[config.mk]
export PLATFORM = sky130hd
export DESIGN_NAME = tsqr_r_drain
export DESIGN_NICKNAME = d
export VERILOG_FILES = /design/src/rtl/tsqr_drain_pkg.sv /design/src/rtl/tsqr_drain_fifo.sv /design/src/rtl/tsqr_r_drain.sv
export SDC_FILE = /design/constraint.sdc
export NUM_CORES = 1
export LEC_CHECK = 0
export CORE_ASPECT_RATIO = 0.9
export CORE_MARGIN = 10
export CORE_UTILIZATION = 29
export CTS_BUF_LIST = sky130_fd_sc_hd__clkbuf_8
export DETAILED_ROUTE_END_ITERATION = 6
export PLACE_DENSITY = 0.44
export SLEW_MARGIN = 20
export SYNTH_ARGS = -nofsm -noshare
export SYNTH_HDL_FRONTEND = slang
export SYNTH_SLANG_ARGS = --single-unit
[constraint.sdc]
create_clock -name clock -period 8.8 [get_ports clock]
set_clock_uncertainty 0.15 [all_clocks]
set_input_delay 1.76 -clock clock [delete_from_list [all_inputs] [get_ports clock]]
set_output_delay 1.76 -clock clock [all_outputs]
set_load 0.01 [all_outputs]
[src/rtl/tsqr_drain_pkg.sv]
// Shared constants, FSM state type and tile index helper for the R drain.
// Dense tile sizing applies when TSQR_R_ZERO_FILL_EN is defined.
package tsqr_drain_pkg;

    localparam int BW     = 64;
    localparam int COL_NO = 2;
    localparam int ELEMS  = COL_NO * (COL_NO + 1) / 2;
    localparam int DENSE  = COL_NO * COL_NO;

`ifdef TSQR_R_ZERO_FILL_EN
    localparam int TILE_N = DENSE;
`else
    localparam int TILE_N = ELEMS;
`endif

    localparam int IDX_W = (DENSE > 2) ? $clog2(DENSE) : 1;
    localparam int RC_W  = (COL_NO > 1) ? $clog2(COL_NO) : 1;

    typedef enum logic [1:0] {
        IDLE,
        RUN,
        FLUSH,
        DONE
    } state_e;

    typedef struct packed {
        logic [RC_W-1:0] row;
        logic [RC_W-1:0] col;
    } rc_t;

    function automatic rc_t idx_to_rc(input logic [IDX_W-1:0] idx);
        rc_t rc;
        rc.row = RC_W'(int'(idx) / COL_NO);
        rc.col = RC_W'(int'(idx) % COL_NO);
        return rc;
    endfunction

endpackage

[src/rtl/tsqr_drain_fifo.sv]
// First-word-fall-through buffer for the R stream.
// Head word is visible whenever the FIFO is non-empty; no bypass path.
module tsqr_drain_fifo #(
    parameter int W     = 64,
    parameter int DEPTH = 8
) (
    input  logic         clock,
    input  logic         reset,
    input  logic         push,
    input  logic         pop,
    input  logic [W-1:0] din,
    output logic [W-1:0] dout,
    output logic         full,
    output logic         empty,
    output logic         drop
);

    localparam int AW = $clog2(DEPTH);

    logic [AW:0]  wr_q, wr_d;
    logic [AW:0]  rd_q, rd_d;
    logic [W-1:0] mem_q [DEPTH];
    logic         wr_en;
    logic         rd_en;

    always_comb begin
        full  = (wr_q[AW] != rd_q[AW]) &&
                (wr_q[AW-1:0] == rd_q[AW-1:0]);
        empty = (wr_q == rd_q);
        rd_en = pop && !empty;
        // A pop in the same cycle frees the slot being written.
        wr_en = push && (!full || rd_en);
        drop  = push && full && !rd_en;
        wr_d  = wr_q + (AW+1)'(wr_en);
        rd_d  = rd_q + (AW+1)'(rd_en);
        dout  = empty ? '0 : mem_q[rd_q[AW-1:0]];
    end

    always_ff @(posedge clock or negedge reset) begin
        if (!reset) begin
            wr_q <= '0;
            rd_q <= '0;
        end else begin
            wr_q <= wr_d;
            rd_q <= rd_d;
        end
    end

    always_ff @(posedge clock) begin
        if (wr_en) begin
            mem_q[wr_q[AW-1:0]] <= din;
        end
    end

endmodule

[src/rtl/tsqr_r_drain.sv]
// R-factor drain: buffers the core's R stream and re-emits it framed per tile.
// Define TSQR_R_ZERO_FILL_EN to emit dense tiles with zeros below the diagonal.
module tsqr_r_drain
    import tsqr_drain_pkg::*;
#(
    parameter int FIFO_DEPTH = 8,
    parameter int CNT_W      = 32
) (
    input  logic             clock,
    input  logic             reset,
    input  logic             io_drain_en,
    input  logic [CNT_W-1:0] io_mx_no,
    input  logic             io_r_vld,
    input  logic [BW-1:0]    io_r_0,
    output logic             io_out_vld,
    input  logic             io_out_rdy,
    output logic [BW-1:0]    io_out_data,
    output logic             io_out_last,
    output logic             io_drain_fi,
    output logic             io_ovf
);

    state_e           state_q, state_d;
    logic [CNT_W-1:0] in_tot_q, in_tot_d;
    logic [CNT_W-1:0] out_tot_q, out_tot_d;
    logic [CNT_W-1:0] in_cnt_q, in_cnt_d;
    logic [CNT_W-1:0] out_cnt_q, out_cnt_d;
    logic [CNT_W-1:0] tile_q, tile_d;
    logic [IDX_W-1:0] e_q, e_d;
    logic             ovf_q, ovf_d;

    logic             fifo_push;
    logic             fifo_pop;
    logic [BW-1:0]    fifo_dout;
    logic             fifo_full;
    logic             fifo_empty;
    logic             fifo_drop;
    logic             zpos;
    logic             adv;
`ifdef TSQR_R_ZERO_FILL_EN
    rc_t              rc;
`endif

    tsqr_drain_fifo #(
        .W     (BW),
        .DEPTH (FIFO_DEPTH)
    ) u_fifo (
        .clock (clock),
        .reset (reset),
        .push  (fifo_push),
        .pop   (fifo_pop),
        .din   (io_r_0),
        .dout  (fifo_dout),
        .full  (fifo_full),
        .empty (fifo_empty),
        .drop  (fifo_drop)
    );

    always_comb begin
        state_d   = state_q;
        in_tot_d  = in_tot_q;
        out_tot_d = out_tot_q;
        in_cnt_d  = in_cnt_q;
        out_cnt_d = out_cnt_q;
        tile_d    = tile_q;
        e_d       = e_q;
        ovf_d     = ovf_q || (fifo_full && fifo_drop);
        zpos      = 1'b0;
`ifdef TSQR_R_ZERO_FILL_EN
        rc   = idx_to_rc(e_q);
        zpos = ((state_q == RUN) || (state_q == FLUSH)) &&
               (rc.row > rc.col);
`endif
        io_out_vld  = zpos || !fifo_empty;
        io_out_data = zpos ? '0 : fifo_dout;
        io_out_last = io_out_vld && (e_q == IDX_W'(TILE_N - 1));
        io_drain_fi = (state_q == DONE);
        io_ovf      = ovf_q;
        adv         = io_out_vld && io_out_rdy;
        fifo_pop    = adv && !zpos;
        fifo_push   = io_r_vld && (state_q == RUN);

        if (adv) begin
            out_cnt_d = out_cnt_q + 1'b1;
            if (io_out_last) begin
                e_d    = '0;
                tile_d = tile_q + 1'b1;
            end else begin
                e_d = e_q + 1'b1;
            end
        end

        unique case (state_q)
            IDLE: begin
                if (io_drain_en) begin
                    if (io_mx_no != '0) begin
                        state_d   = RUN;
                        in_tot_d  = io_mx_no * CNT_W'(ELEMS);
                        out_tot_d = io_mx_no * CNT_W'(TILE_N);
                        in_cnt_d  = '0;
                        out_cnt_d = '0;
                        tile_d    = '0;
                        e_d       = '0;
                        ovf_d     = 1'b0;
                    end else begin
                        state_d = DONE;
                    end
                end
            end
            RUN: begin
                // Dropped words still count so the run always terminates.
                if (fifo_push) begin
                    in_cnt_d = in_cnt_q + 1'b1;
                    if (in_cnt_d == in_tot_q) begin
                        state_d = FLUSH;
                    end
                end
            end
            FLUSH: begin
                // After an overflow the output count can never reach total.
                if (fifo_empty && !zpos &&
                    ((out_cnt_q == out_tot_q) || ovf_q)) begin
                    state_d = DONE;
                end
            end
            DONE: begin
                if (!io_drain_en) begin
                    state_d = IDLE;
                end
            end
            default: state_d = IDLE;
        endcase
    end

    always_ff @(posedge clock or negedge reset) begin
        if (!reset) begin
            state_q   <= IDLE;
            in_tot_q  <= '0;
            out_tot_q <= '0;
            in_cnt_q  <= '0;
            out_cnt_q <= '0;
            tile_q    <= '0;
            e_q       <= '0;
            ovf_q     <= 1'b0;
        end else begin
            state_q   <= state_d;
            in_tot_q  <= in_tot_d;
            out_tot_q <= out_tot_d;
            in_cnt_q  <= in_cnt_d;
            out_cnt_q <= out_cnt_d;
            tile_q    <= tile_d;
            e_q       <= e_d;
            ovf_q     <= ovf_d;
        end
    end

endmodule

==> results of run 1 <==
-- state kept, by name, indices dropped and copies added (netlist names) --
name	cells
io_ovf	1
state_q	2
e_q	2
u_fifo.mem_q	512
out_tot_q	32
out_cnt_q	32
u_fifo.rd_q	4
u_fifo.wr_q	4
in_cnt_q	32
-- layout by cell type (no fill, tap or decap), types with 12 or more instances in the layout --
| cell | n |
|---|---|
| a21o_1 | 21 |
| a21oi_1 | 59 |
| and3_1 | 12 |
| buf_4 | 24 |
| clkbuf_8 | 108 |
| clkdlybuf4s50_1 | 167 |
| clkinv_1 | 31 |
| clkinv_2 | 13 |
| dfrtp_1 | 106 |
| edfxtp_1 | 512 |
| ha_1 | 57 |
| inv_1 | 89 |
| mux2i_1 | 73 |
| mux4_2 | 128 |
| nand2_1 | 113 |
| nand3_1 | 35 |
| nand4_1 | 26 |
| nor2_1 | 128 |
| nor3_1 | 33 |
| nor4_1 | 15 |
| o21ai_0 | 73 |
| xnor2_1 | 46 |
| xor2_1 | 83 |
-- routing by layer --
| metal | vias to the layer above | part of all wire (%) |
|---|---|---|
| met4 | 16 | 1.8 |
| met3 | 116 | 5.6 |
| met2 | 328 | 48 |
| li1 | 7397 | - |
| met1 | 8219 | 45 |
| met5 | - | 0.11 |
-- power by group through the flow --
stage	logic [mW]	clock network (mW)	registers, mW
global placement	3.43	0	4.01
CTS	3.45	2.64	3.97
floorplan	2.06	0	3.81
global route	3.62	2.78	4.01
detailed placement	3.42	0	4.03
finish	3.32	2.53	3.96
-- cell type report --
type / instances / area [µm²]
inverter: 54 / 203
tap: 1253 / 1570
multi-input combinational: 1043 / 9060
fill: 9084 / 61800
sequential: 621 / 18100
clock buffer: 108 / 1490
timing repair buffer: 192 / 1870
clock inverter: 92 / 582
antenna: 2 / 5.00
-- cell families after synthesis --
family | after synthesis | synth area share (%)
muxes | 202 | 13.1
DFF | 621 | 65.4
adders and majority gates | 59 | 2.69
and+or+nand+nor | 424 | 7.52
buffers and inverters | 146 | 2.06
AOI/OAI and AO/OA | 229 | 5.12
xor gates and xnor gates | 129 | 4.08
-- worst reg2reg max path: cells and delay by family, from the launching register on --
| kind | cells | cell delay (ns) |
|---|---|---|
| AO/OA/AOI/OAI | 2 | 0.80 |
| AND/OR/NAND/NOR | 6 | 2.33 |
| flip-flops | 1 | 0.47 |
| adder cells (fa/ha/maj) | 1 | 0.29 |
| multiplexers | 1 | 0.23 |
-- through the flow --
stage	setup WS [ns]	hold WS [ns]	instance area (µm²)	util, %	power (mW)
6_report	2.67	0.341	32900	34.8	9.81
5_1_grt	2.24	0.369	32900	34.7	10.4
4_1_cts	2.39	0.344	32900	34.7	10.1
3_5_place_dp	3.26	0.332	30800	32.6	7.45
3_3_place_gp	3.24	0.334	30800	32.6	7.44
2_1_floorplan	1.10	0.316	27700	-	5.87
-- worst max path at each step --
stage | to | slack, ns
5_1_grt | io_out_data[33] | 2.24
4_1_cts | io_out_data[33] | 2.39
3_5_place_dp | io_out_data[33] | 3.26
3_3_place_gp | in_cnt_q[26] | 3.24
6_report | io_out_data[33] | 2.67
2_1_floorplan | u_fifo.mem_q[0][0] | 1.10
==> flow_summary.toml, run 1 <==
[floorplanning]
initial_core_util_pct = 29.2
die_area_um2 = 108000
io_pins = 169
rows = 107
core_area_um2 = 94700
die_w_um = 346
chipHeight_um = 313

[global_routing]
use_met1_pct = 17.2
use_met2_pct = 21.1
grt_max_degree = 71
overflow = 0
grt_pass1_wl_um = 109000
busiest_layer = "met2"
grt_pass1_vias = 16967
use_met3_pct = 3.56
track_usage_pct = 13.1
antenna_found_initial = 11

[synthesis]
synth_nets = 1969
synth_seq_cells = 621
synthTopCellsByCount = "edfxtp_1, nor2_1, mux4_2, nand2_1, dfrtp_1"
ys.warnings.count = 0
synth_ff_type = "edfxtp_1"
syn_area_um2 = 27700
post-synth-top-count-cell = "edfxtp_1"
synthArstFlopShare_pct = 17.6
postSynthAreaPerCell_um2 = 15.3
synth_edf_count = 512
synth.yosys.seq_area_share_pct = 65.4
yosysUniqueCellTypes = 67
synth_top_cell_by_area = "edfxtp_1"
netlist_instances = 1810
synth_top_area_share_pct = 55.6
synth_area_leaders = "edfxtp_1, mux4_2, dfrtp_1"

[clock_tree]
cts_htree_levels = 3
clock-sinks = 621
insertion_delay_ns = 0.73
hold_buffers = 0
cts_tree = "done"
cts_setup_buffers = 0
cts_resized = 0
cts_buffer_depth = 3
cts-root-buf = "clkbuf_8"
clk_pin_slew_ns = 0.06
numCtsBuffers = 106

[route]
ant_nets = 0
avgRoutedWirePerCell_um = 21.6
vias = 16076
drc = 0
detail_route.iter0.violations = 957
routed_wl_um = 72700
routed_via_density = 4.78
drtPass1Iterations = 4

[worst_setup_path]
cp-startpoint = "u_fifo.rd_q[0]"
worstPathRequired_ns = 6.89
cp.buffers_inverters = 2
critPathMaxFanout = 46
reg2reg_from = "in_cnt_q[0]"
start_kind = "flop"
rr_endpoint = "state_q[0]"
crit_chain = "buf_4, mux4_2, mux2i_1, nor2_1, clkdlybuf4s50_1"
critPathTopFamily = "buffers and inverters"
worstSetupEndpointType = "primary output"
cpMaxStageDelayCell = "dfrtp_4"
slowest_delay_ns = 1.04
regToRegSetupSlack_ns = 4.44
worstPathArrival_ns = 4.22
worstRegToRegCells = 10
worstSetupPathType = "reg2out"
path_depth = 5

[timing]
period_share_pct = 69.7
tightest_slew_ns = 0.980
rsz0062_at_grt = "false"
fmax_mhz = 163
max_slew_margin_pct = 34.7
hold_viol = 0
tns_ns = 0
drv_slew = 0
setup_viol = 0
fin_crit_ns = 6.13

[worst_hold_path]
hp-start = "u_fifo.wr_q[3]"
hold_path_depth = 1
hp-class = "reg2reg"
hold_path_end = "u_fifo.wr_q[3]"

[pwr]
powerDensity_nw_per_um2 = 298
pwr-share-seq_pct = 40.3
combPwrFrac_pct = 33.8
swShare_pct = 33.3
intPower_mw = 6.54
p_clk_share_pct = 25.8
ir_drop_uv = 229
p_sw_mw = 3.27
leakagePower_nw = 11.9

[placed_design]
place.gp.congestion = 0.799
placedCellCount = 3163
port_buffers = 168
place_hpwl_um = 44000

[final_layout]
nNetsFinal = 2177
stdcell_count = 3365
area_growth_pct = 18.9
drive_gt1_share_pct = 15.2

[outcome]
status = "complete, no violations"

[job]
cap_violations = 0
Note: power is estimated with default switching activity, not from simulation.
==> run 2, diff against run 1 <==
--- a/config.mk
+++ b/config.mk
@@ -10,7 +10,7 @@
 export CORE_UTILIZATION = 29
 export CTS_BUF_LIST = sky130_fd_sc_hd__clkbuf_8
 export DETAILED_ROUTE_END_ITERATION = 6
-export PLACE_DENSITY = 0.44
+export PLACE_DENSITY = 0.45
 export SLEW_MARGIN = 20
 export SYNTH_ARGS = -nofsm -noshare
 export SYNTH_HDL_FRONTEND = slang
==> constraint.sdc (replaced) <==
create_clock -name clock -period 4.9 [get_ports clock]
set_clock_uncertainty 0.15 [all_clocks]
set_input_delay 0.98 -clock clock [delete_from_list [all_inputs] [get_ports clock]]
set_output_delay 0.98 -clock clock [all_outputs]
set_load 0.01 [all_outputs]
==> run 2 against run 1 <==
Effect of this change: via count about the same; critical path type unchanged; combinational power is 89% higher; count of clock-buffer cells in the layout is 1 higher.
==> flow_summary.toml, run 2 (same netlist as run 1, synthesis figures left out) <==
[outcome]
status = "complete, no violations"

[timing]
fmax_mhz = 215
hold_viol = 0
max_slew_margin_pct = 39.8
drv_slew = 0
period_share_pct = 94.8
setup_viol = 0
rsz0062_at_grt = "false"
fin_crit_ns = 4.65
tightest_slew_ns = 0.902
hold_slack_ns = 0.177

[pwr]
ir_drop_uv = 390
powerDensity_nw_per_um2 = 533
leakagePower_nw = 12.1

[worst_setup_path]
worstSetupEndpointType = "primary output"
start_kind = "flop"
critPathMaxFanout = 33
worstPathArrival_ns = 3.52
worstPathRequired_ns = 3.77
worstSetupPathType = "reg2out"

[global_routing]
overflow = 0
grt_pass1_vias = 17036
grt_pass1_wl_um = 109000
grt_max_degree = 131
antenna_found_initial = 12
track_usage_pct = 13.1

[final_layout]
nNetsFinal = 2193
fin_area_um2 = 33200
largest_register_ff_count = 512
antenna_cells = 0
nFillCells = 9142
area_growth_pct = 19.8
layout_common_cells = "edfxtp_1, clkdlybuf4s50_1, nor2_1, mux4_2, nand2_1"
drive_gt1_share_pct = 15.7
layout_commonest_cell = "edfxtp_1"

[floorplanning]
initial_core_util_pct = 29.2
die_area_um2 = 108000
die_w_um = 346
io_pins = 169
chipHeight_um = 313
rows = 107
core_area_um2 = 94700

[route]
drc = 0
vias = 16060
ant_nets = 0
detail_route.iter0.violations = 890
drtPass1Iterations = 6
routed_wl_um = 72100
avgRoutedWirePerCell_um = 21.4
routed_via_density = 4.76

[clock_tree]
cts_htree_levels = 3
hold_buffers = 0
clk_pin_slew_ns = 0.06
cts_resized = 0
cts-root-buf = "clkbuf_8"
cts_setup_buffers = 0
clock-sinks = 621
insertion_delay_ns = 0.71
cts_buffer_depth = 3
numCtsBuffers = 108
cts_tree = "done"

[worst_hold_path]
hp-class = "in2async"

[placed_design]
place.gp.congestion = 0.823
placed_area_um2 = 31100
place_hpwl_um = 43800
port_buffers = 168

[job]
cap_violations = 0
==> run 2: cell types whose count changed in the layout (fill, tap and decap cells not counted), moves of 2 or more <==
| cell | before | now |
|---|---|---|
| buf_12 | 1 | 15 |
| clkinv_1 | 31 | 27 |
| inv_1 | 89 | 92 |
| diode_2 | 2 | 0 |
==> run 2: area by class of cell <==
cell class                      count  area (µm²)  share of cell area (%)
Clock inverter                     90         554                    1.67
Multi-Input combinational cell   1043        9060                    27.3
Clock buffer                      109        1500                    4.53
Timing Repair Buffer              206        2150                    6.49
Sequential cell                   621       18100                    54.6
Tap cell                         1253        1570                    4.73
Inverter                           54         203                   0.611
==> run 2: metrics by stage <==
| stage | total power, mW | setup TNS, ns | utilization, % | cells | worst slack, ns |
|---|---|---|---|---|---|
| finish | 17.7 | 0 | 35.0 | 3376 | 0.252 |
| global route | 18.8 | 0 | 35.0 | 3376 | 0.00376 |
| global placement | 13.4 | 0 | 32.9 | 3177 | 0.513 |
| floorplan | 10.5 | -344.85 | - | 1810 | -1.92 |
| detailed placement | 13.4 | 0 | 32.9 | 3177 | 0.451 |
| CTS | 18.1 | 0 | 35.0 | 3376 | 0.0863 |
==> run 2: worst max-delay path: stages (launching register included) <==
cell	delay [ns]
dfrtp_4	0.63
xnor2_1	0.29
and4_4	0.75
buf_4	0.43
nor2_1	0.16
clkdlybuf4s50_1	0.53
==> run 2: path summary, 6_finish.rpt <==
check                                from              to  slack [ns]  cells past startpoint
max                        u_fifo.rd_q[0]  io_out_data[3]        0.25                      5
min                                 reset    in_cnt_q[26]        0.18                      1
max reg2reg                   in_cnt_q[0]      state_q[0]        0.54                     10
min reg2reg                u_fifo.wr_q[3]  u_fifo.wr_q[3]        0.34                      1
max in group asynchronous           reset  u_fifo.rd_q[1]        3.44                      2
min in group clock         u_fifo.wr_q[3]  u_fifo.wr_q[3]        0.34                      1
==> run 2: layer usage <==
metal,wire (µm),vias up,track usage (%)
li1,-,7419,-
met1,31900,8122,17.0
met2,34400,356,21.3
met3,3910,143,3.25
met4,1770,20,4.04
met5,124,-,0
==> run 2: power breakdown <==
| part | total [mW] | internal [mW] | switching [mW] |
|---|---|---|---|
| combinational | 6.26 | 2.99 | 3.27 |
| clock | 4.54 | 2.36 | 2.18 |
| sequential | 6.87 | 6.52 | 0.354 |
